[config.mk]
export PLATFORM = sky130hd
export DESIGN_NAME = vec_lane_exec
export DESIGN_NICKNAME = d
export VERILOG_FILES = /design/src/rtl/vec_lane_exec.sv
export SDC_FILE = /design/constraint.sdc
export NUM_CORES = 1
export LEC_CHECK = 0
export BUFFER_PORTS_ARGS = -buffer_cell sky130_fd_sc_hd__buf_2
export CAP_MARGIN = 5
export CORE_MARGIN = 5
export CORE_UTILIZATION = 45
export CTS_CLUSTER_SIZE = 24
export DETAILED_ROUTE_END_ITERATION = 10
export PLACE_DENSITY = 0.73
export SLEW_MARGIN = 10
export SYNTH_ARGS = -nofsm -noshare
export SYNTH_HDL_FRONTEND = slang
export SYNTH_SLANG_ARGS = --single-unit
[constraint.sdc]
create_clock -name clk -period 7.95 [get_ports clk]
set_input_delay 1.59 -clock clk [delete_from_list [all_inputs] [get_ports clk]]
set_output_delay 1.59 -clock clk [all_outputs]
set_load 0.01 [all_outputs]
[src/rtl/vec_lane_exec.sv]
// Lane-wise vector execute unit: six 8-bit lanes, single-cycle ALU ops and a
// lane-serial six-cycle multiply, writing back through a one-cycle we3 strobe.
module vec_lane_exec (
    input  logic        clk,
    input  logic        rst_n,
    input  logic        start,
    input  logic [2:0]  op,
    input  logic [47:0] src_a,
    input  logic [47:0] src_b,
    input  logic [3:0]  dest,
    output logic        busy,
    output logic        done,
    output logic        err,
    output logic        we3,
    output logic [3:0]  ra3,
    output logic [47:0] wd3
);

    localparam logic [2:0] OpAdd = 3'b000;
    localparam logic [2:0] OpSub = 3'b001;
    localparam logic [2:0] OpAnd = 3'b010;
    localparam logic [2:0] OpOr  = 3'b011;
    localparam logic [2:0] OpXor = 3'b100;
    localparam logic [2:0] OpMul = 3'b101;
    localparam logic [2:0] OpShl = 3'b110;

    typedef enum logic [1:0] {StIdle, StMul, StWb} state_e;

    state_e      state_q;
    logic [2:0]  cnt_q;
    logic [47:0] a_q;
    logic [47:0] b_q;
    logic [47:0] result_q;
    logic [3:0]  dest_q;

    logic [47:0] alu_res;
    logic [47:0] mul_res;
    logic [5:0]  lane_lsb;
    logic [7:0]  prod;
    logic        req_bad;

    assign busy    = (state_q != StIdle);
    assign req_bad = (op == 3'b111) || (dest > 4'd13);

    always_comb begin
        alu_res = 48'h0;
        for (int i = 0; i < 6; i++) begin
            case (op)
                OpAdd:   alu_res[8*i +: 8] = src_a[8*i +: 8] + src_b[8*i +: 8];
                OpSub:   alu_res[8*i +: 8] = src_a[8*i +: 8] - src_b[8*i +: 8];
                OpAnd:   alu_res[8*i +: 8] = src_a[8*i +: 8] & src_b[8*i +: 8];
                OpOr:    alu_res[8*i +: 8] = src_a[8*i +: 8] | src_b[8*i +: 8];
                OpXor:   alu_res[8*i +: 8] = src_a[8*i +: 8] ^ src_b[8*i +: 8];
                OpShl:   alu_res[8*i +: 8] = src_a[8*i +: 8] << src_b[8*i +: 3];
                default: alu_res[8*i +: 8] = 8'h00;
            endcase
        end
    end

    // 8-bit operands in an 8-bit context keep only the low byte of the product.
    always_comb begin
        lane_lsb = {cnt_q, 3'b000};
        prod     = a_q[lane_lsb +: 8] * b_q[lane_lsb +: 8];
        mul_res  = result_q;
        mul_res[lane_lsb +: 8] = prod;
    end

    always_ff @(posedge clk or negedge rst_n) begin
        if (!rst_n) begin
            state_q  <= StIdle;
            cnt_q    <= 3'd0;
            a_q      <= 48'h0;
            b_q      <= 48'h0;
            result_q <= 48'h0;
            dest_q   <= 4'd0;
            done     <= 1'b0;
            err      <= 1'b0;
            we3      <= 1'b0;
            ra3      <= 4'd0;
            wd3      <= 48'h0;
        end else begin
            done <= 1'b0;
            err  <= 1'b0;
            we3  <= 1'b0;
            case (state_q)
                StIdle: begin
                    if (start) begin
                        if (req_bad) begin
                            err <= 1'b1;
                        end else if (op == OpMul) begin
                            a_q     <= src_a;
                            b_q     <= src_b;
                            dest_q  <= dest;
                            cnt_q   <= 3'd0;
                            state_q <= StMul;
                        end else begin
                            // Write-back outputs are loaded here so they are live during WB.
                            result_q <= alu_res;
                            dest_q   <= dest;
                            we3      <= 1'b1;
                            done     <= 1'b1;
                            ra3      <= dest;
                            wd3      <= alu_res;
                            state_q  <= StWb;
                        end
                    end
                end
                StMul: begin
                    result_q <= mul_res;
                    if (cnt_q == 3'd5) begin
                        cnt_q   <= 3'd0;
                        we3     <= 1'b1;
                        done    <= 1'b1;
                        ra3     <= dest_q;
                        wd3     <= mul_res;
                        state_q <= StWb;
                    end else begin
                        cnt_q <= cnt_q + 3'd1;
                    end
                end
                StWb:    state_q <= StIdle;
                default: state_q <= StIdle;
            endcase
        end
    end

endmodule
; ---- After elaboration in Yosys (flattened, before gate mapping)
; Index checks and enable logic that the tools add are counted.
[word_totals]
regBits = 207
[classes]
addsub = 14
n_mul = 1
magnitude_cmp = 1
eq_ne = 14
shift = 10
n_mux = 36
n_bitwise = 19
reduce_logical = 11
[ops]
columns = cell, count
row1 = case mux 8 bit (6 select lines), 6
row2 = two-way mux 48 bit, 4
row3 = case mux 48 bit (2 select lines), 2
row4 = indexed part select 48 x 7 -> 8 bit, 2
row5 = adder 8 bit, 6
row6 = AND 8 bit, 6
row7 = bitwise mux 48 bit, 1
row8 = OR 8 bit, 6
row9 = variable shift 8 x 8 -> 48 bit (first input constant), 1
row10 = indexed part select 8 x 8 -> 48 bit, 1
row11 = << shifter 8 x 3 -> 8 bit, 6
row12 = subtractor 8 bit, 6
row13 = XOR 8 bit, 6
row14 = two-way mux 4 bit, 4
row15 = == test 3 bit (second input constant), 5
row16 = two-way mux 3 bit, 4
row17 = AND reduction 4 bit, 3
row18 = inequality test 2 bit (second input constant), 5
row19 = multiplier 8 x 8 -> 8 bit, 1
row20 = two-way mux 2 bit, 4
row21 = negator 6 -> 8 bit, 1
row22 = case mux 4 bit (2 select lines), 1
row23 = two-way mux 1 bit, 7
row24 = == test 3 x 2 -> 1 bit (second input constant), 2
row25 = other kinds (14), 16

; ---- Longest topological paths before layout
[logic_depth]
depth_word = 6
ltp_mapped = 26
depth_no_buf = 23

; ---- Least setup slack after synthesis
; OpenSTA, ideal clock, no wires.
[synth_timing]
kind = reg-to-reg
from = reg cnt_q[0]
to = reg wd3[15]
setup_time_ns = 0.065
arrival_time_ns = 5.472
path_slack_ns = 2.413
stages_incl_launch_ff = 25
path_buffers = 4
synth_period_minus_slack_ns = 5.537
path_cell_list = dfrtp_1 > buf_6 > buf_12 > buf_2 > buf_1 > a21oi_1 > nor2_1 > a21oi_1 > or2_2 > fa_1 > fa_1 > inv_1 > fa_1 > inv_1 > fa_1 > inv_1 > ha_1 > a21oi_1 > xnor2_1 > xnor2_1 > xnor3_2 > nor3_1 > a21oi_1 > o22ai_1 > mux2_2
[synth_between]
elab_chain_len = 6
word_cells_on_any_way = 12
classes_between = 1 x add/sub / 1 x mul / 2 x eq/ne / 4 x shift / 3 x mux / 1 x reduce/logical
[synth_lines]
columns = item, line
row1 = start: declaration, 30  ; logic [2:0] cnt_q;
row2 = start signal: assignment, 118  ; cnt_q <= cnt_q + 3'd1;
row3 = indexed part select 48 x 7 -> 8 bit, 63  ; prod = a_q[lane_lsb +: 8] * b_q[lane_lsb +: 8];
row4 = multiplier 8 x 8 -> 8 bit, 63
row5 = indexed part select 8 x 8 -> 48 bit, 65  ; mul_res[lane_lsb +: 8] = prod;
row6 = bitwise mux 48 bit, 65
row7 = two-way mux 48 bit, 110  ; if (cnt_q == 3'd5) begin
row8 = case mux 48 bit (2 select lines), 85  ; case (state_q)
row9 = end signal: assignment, 103  ; wd3 <= alu_res;
row10 = end signal: assignment, 115  ; wd3 <= mul_res;
row11 = end: declaration, 16  ; output logic [47:0] wd3
; Several ways; a longest one is shown, not always the timed one. The select of a mux whose other input is x is not followed.
; A chain may end at the register's enable or synchronous reset.

; ---- Worst setup path in the final report
[layout_timing]
from = reg cnt_q[0]
to = reg result_q[15]
[layout_between]
elab_chain_len = 5
word_cells_on_any_way = 8
classes_between = 1 x add/sub / 1 x mul / 4 x shift / 2 x mux
[layout_lines]
columns = item, line
row1 = indexed part select 48 x 7 -> 8 bit, 63
row2 = multiplier 8 x 8 -> 8 bit, 63
row3 = indexed part select 8 x 8 -> 48 bit, 65
row4 = bitwise mux 48 bit (*), 65
row5 = case mux 48 bit (2 select lines) (*), 85
row6 = end signal: assignment, 98  ; result_q <= alu_res;
row7 = end signal: assignment, 109  ; result_q <= mul_res;
row8 = end: declaration, 33  ; logic [47:0] result_q;
; Mark *: on every way between the ends. The rest lies on a longest branch, timed or not.

==> impl_metrics.py <==
metrics = {
    "global_route": {
        "grt_usage_pct": 25.79,
        "grt.overflow.total": 0,
        "grt_pass1_wl_um": 85110,
        "grt_max_degree": 80,
        "antenna_found_initial": 1,
        "grt_pass1_vias": 14230,
    },
    "drt": {
        "drtAntennaViolNets": 0,
        "drc": 0,
        "drt-initial-drc-count": 1443,
        "num_vias": 14560,
        "wl_per_cell_um": 22.85,
        "routed_wl_um": 55540,
        "dr.pass1.iters": 6,
        "via_per_inst": 5.987,
    },
    "floorplanning": {
        "die_w_um": 205.4,
        "coreArea_mm2": 0.03767,
        "die-area_mm2": 0.04219,
        "io-pin-count": 162,
        "die_h_um": 205.4,
        "rows": 71,
        "initial_utilization_pct": 45.62,
    },
    "logic_synthesis": {
        "ys_seq_area_share_pct": 30.15,
        "avgSynthCellArea_um2": 9.509,
        "yosysTopAreaCell": "dfrtp_1",
        "async_flop_share_pct": 100.0,
        "ys_seq_elements": 207,
        "synth_common_cells": "207 x dfrtp_1, 172 x ha_1, 162 x nor2_1, 161 x mux2_2, 156 x inv_1",
        "yosysMostFrequentCell": "dfrtp_1",
        "yosys.cell_types.count": 67,
        "yosys-top-cells-area": "dfrtp_1 30%, ha_1 13%, mux2_2 11%",
        "synthFlopType": "dfrtp_1",
        "syn_nets": 2103,
        "synth_warnings": 0,
        "synth_top_area_share_pct": 30.15,
        "syn_area_mm2": 0.01718,
        "synthCells": 1807,
        "synth_edf_count": 0,
    },
    "sta": {
        "post-route-min-period_ns": 6.442,
        "finalCritPeriodShare_pct": 81.04,
        "relSlewSlack_pct": 23.10,
        "slew_violations": 0,
        "max_freq_mhz": 155.2,
        "holdWs_ns": 0.4842,
        "tns_ns": 0,
        "worst_slack_ns": 1.508,
        "worstMarginPinSlew_ns": 1.154,
        "finalHoldViolations": 0,
        "finalClockSkew_ns": 0.01332,
        "grt_setup_unrepaired": "false",
        "setup_violations": 0,
    },
    "power_and_ir_drop": {
        "peakVddDrop_uv": 465.1,
        "p_sw_share_pct": 45.06,
        "p_leak_nw": 8.969,
        "clockPowerShare_pct": 14.5,
        "power_density_mw_per_mm2": 367.2,
        "pwr-share-seq_pct": 28.1,
        "combPwrFrac_pct": 57.5,
        "power_switching_mw": 3.153,
        "intPower_mw": 3.843,
    },
    "final_layout": {
        "area_growth_pct": 10.88,
        "fill_cells": 3502,
        "multi_input_area_mm2": 0.01096,
        "seq_area_mm2": 0.005181,
        "layout-drive-gt1-share_pct": 22.36,
        "nets": 2199,
    },
    "placement": {
        "routabilityCongestion": 0.9187,
        "place_ws_ns": 1.657,
        "io_buffer_count": 161,
        "dpl.hpwl_um": 41610,
    },
    "setup_path": {
        "cp-start-kind": "flip-flop",
        "cp_slowest_cell": "dfrtp_2",
        "cp_max_fo": 48,
        "r2r_cells": 19,
        "worstReg2RegEnd": "result_q[15]",
        "reg2reg_slack_ns": 1.51,
        "cp_cell_sequence": "mux4_1 -> a21oi_1 -> nor2_1 -> fa_1 -> fa_1 -> ha_1 -> inv_1 -> fa_1 -> inv_1 -> ha_1 -> a21o_1 -> a21oi_1 -> xnor2_1 -> xnor2_1 -> xnor3_2 -> nor3_1 -> a21oi_1 -> o22ai_1 -> mux2_2",
        "critical_path_class": "flip-flop to flip-flop",
        "critPathLaunch": "cnt_q[0]",
        "max_stage_delay_ns": 1.08,
        "arrival_ns": 6.89,
        "required_ns": 8.40,
        "end_kind": "flip-flop",
        "endpoint": "result_q[15]",
        "rr_startpoint": "cnt_q[0]",
    },
    "clock_tree": {
        "cts_resized": 0,
        "numCtsBuffers": 23,
        "postCtsSetupBuffers": 0,
        "htreeDepth": 1,
        "hold_buffers": 0,
        "cts_tree": "done",
        "clock_path_buffers": 3,
        "clk_latency_ns": 0.52,
        "cts.sinks": 207,
        "path_clk_slew_ns": 0.06,
        "clockRootBuffer": "clkbuf_16",
    },
    "run": {
        "cap_violations": 0,
    },
    "worst_hold_path": {
        "min-delay-start": "result_q[14]",
        "min_path_type": "flip-flop to flip-flop",
    },
    "status": {
        "status": "finished clean",
    },
}
logic make-up after synthesis:
kind of cell | count (synthesis) | share of synthesized area, %
AO/OA/AOI/OAI | 407 | 14.79
AND/OR/NAND/NOR | 366 | 9.204
multiplexers | 280 | 20.39
buffers and inverters | 271 | 6.255
flip-flops | 207 | 30.15
adder cells (fa/ha/maj) | 190 | 14.62
XOR/XNOR | 86 | 4.595
placed cells by master (no fill, tap or decap), drive strengths merged, types with 3 or more instances in the layout:
cell	instances
mux2	163
a21boi	5
o221ai	11
clkinv	14
nand2b	10
a222oi	12
nor4	5
nor3	22
o22ai	21
a21o	16
nand3	10
clkbuf	28
o21a	3
nor2	162
nor2b	21
xor2	17
o21ai	98
inv	160
a221oi	15
xnor2	67
dfrtp	207
or3	4
a22oi	35
ha	172
o211ai	4
mux4	37
nand2	114
a31oi	27
mux2i	80
and2	5
fa	18
or2	7
buf	178
a211oi	22
a21oi	119
o31ai	5
power groups by stage:
stage / sequential (mW) / combinational [mW] / clock, mW
4_1_cts: 1.96 / 3.98 / 1.03
3_3_place_gp: 1.95 / 3.91 / 0
3_5_place_dp: 1.97 / 3.96 / 0
5_1_grt: 2.01 / 4.37 / 1.07
6_report: 1.96 / 4.02 / 1.01
2_1_floorplan: 1.82 / 2.81 / 0
critical path, delay by kind of cell (launching register included):
family	cells	cell delay, ns
xor+xnor	3	0.86
buf+inv	2	0.10
simple gates	2	0.31
flops	1	1.08
fa+ha+maj	5	2.02
mux	2	0.88
compound gates	5	1.11
through the flow:
step	total power [mW]	instance area, um2	cells	utilization (%)
finish	6.996	19050	2431	50.58
global route	7.452	19050	2431	50.58
CTS	6.968	19050	2430	50.57
detailed placement	5.926	18350	2389	48.71
global placement	5.861	18350	2389	48.71
floorplan	4.630	17180	1807	-
final cells by class:
class / count / share of cell area, %
multi-input cells: 1329 / 57.54
repair buffers: 179 / 4.998
well taps: 511 / 3.356
clock inverters: 14 / 0.5845
flip-flops and latches: 207 / 27.20
diodes: 1 / 0.01313
clock buffers: 27 / 3.100
inverters: 163 / 3.211
registers in the layout (all words and copies together), names as in the netlist:
| name | cells |
|---|---|
| result_q | 48 |
| err | 1 |
| cnt_q | 3 |
| ra3 | 4 |
| state_q | 2 |
| b_q | 48 |
| dest_q | 4 |
| we3 | 1 |
| wd3 | 48 |
| a_q | 48 |
per-layer routing:
layer	up-vias	share of wire (%)	GRT usage [%]
met2	731	47	42.93
met1	7106	41	34.49
met3	130	8.0	3.436
met4	0	4.5	9.569
li1	6588	-	-
met5	-	0	0
how the worst min path moves through the flow:
| stage | to | slack, ns | depth (start not counted) |
|---|---|---|---|
| finish | result_q[14] | 0.48 | 2 |
| global route | result_q[14] | 0.51 | 2 |
| CTS | result_q[14] | 0.49 | 2 |
| detailed placement | result_q[14] | 0.47 | 2 |
| global placement | result_q[45] | 0.46 | 2 |
| floorplan | result_q[0] | 0.45 | 2 |
Power figures use the tool's default switching activity.
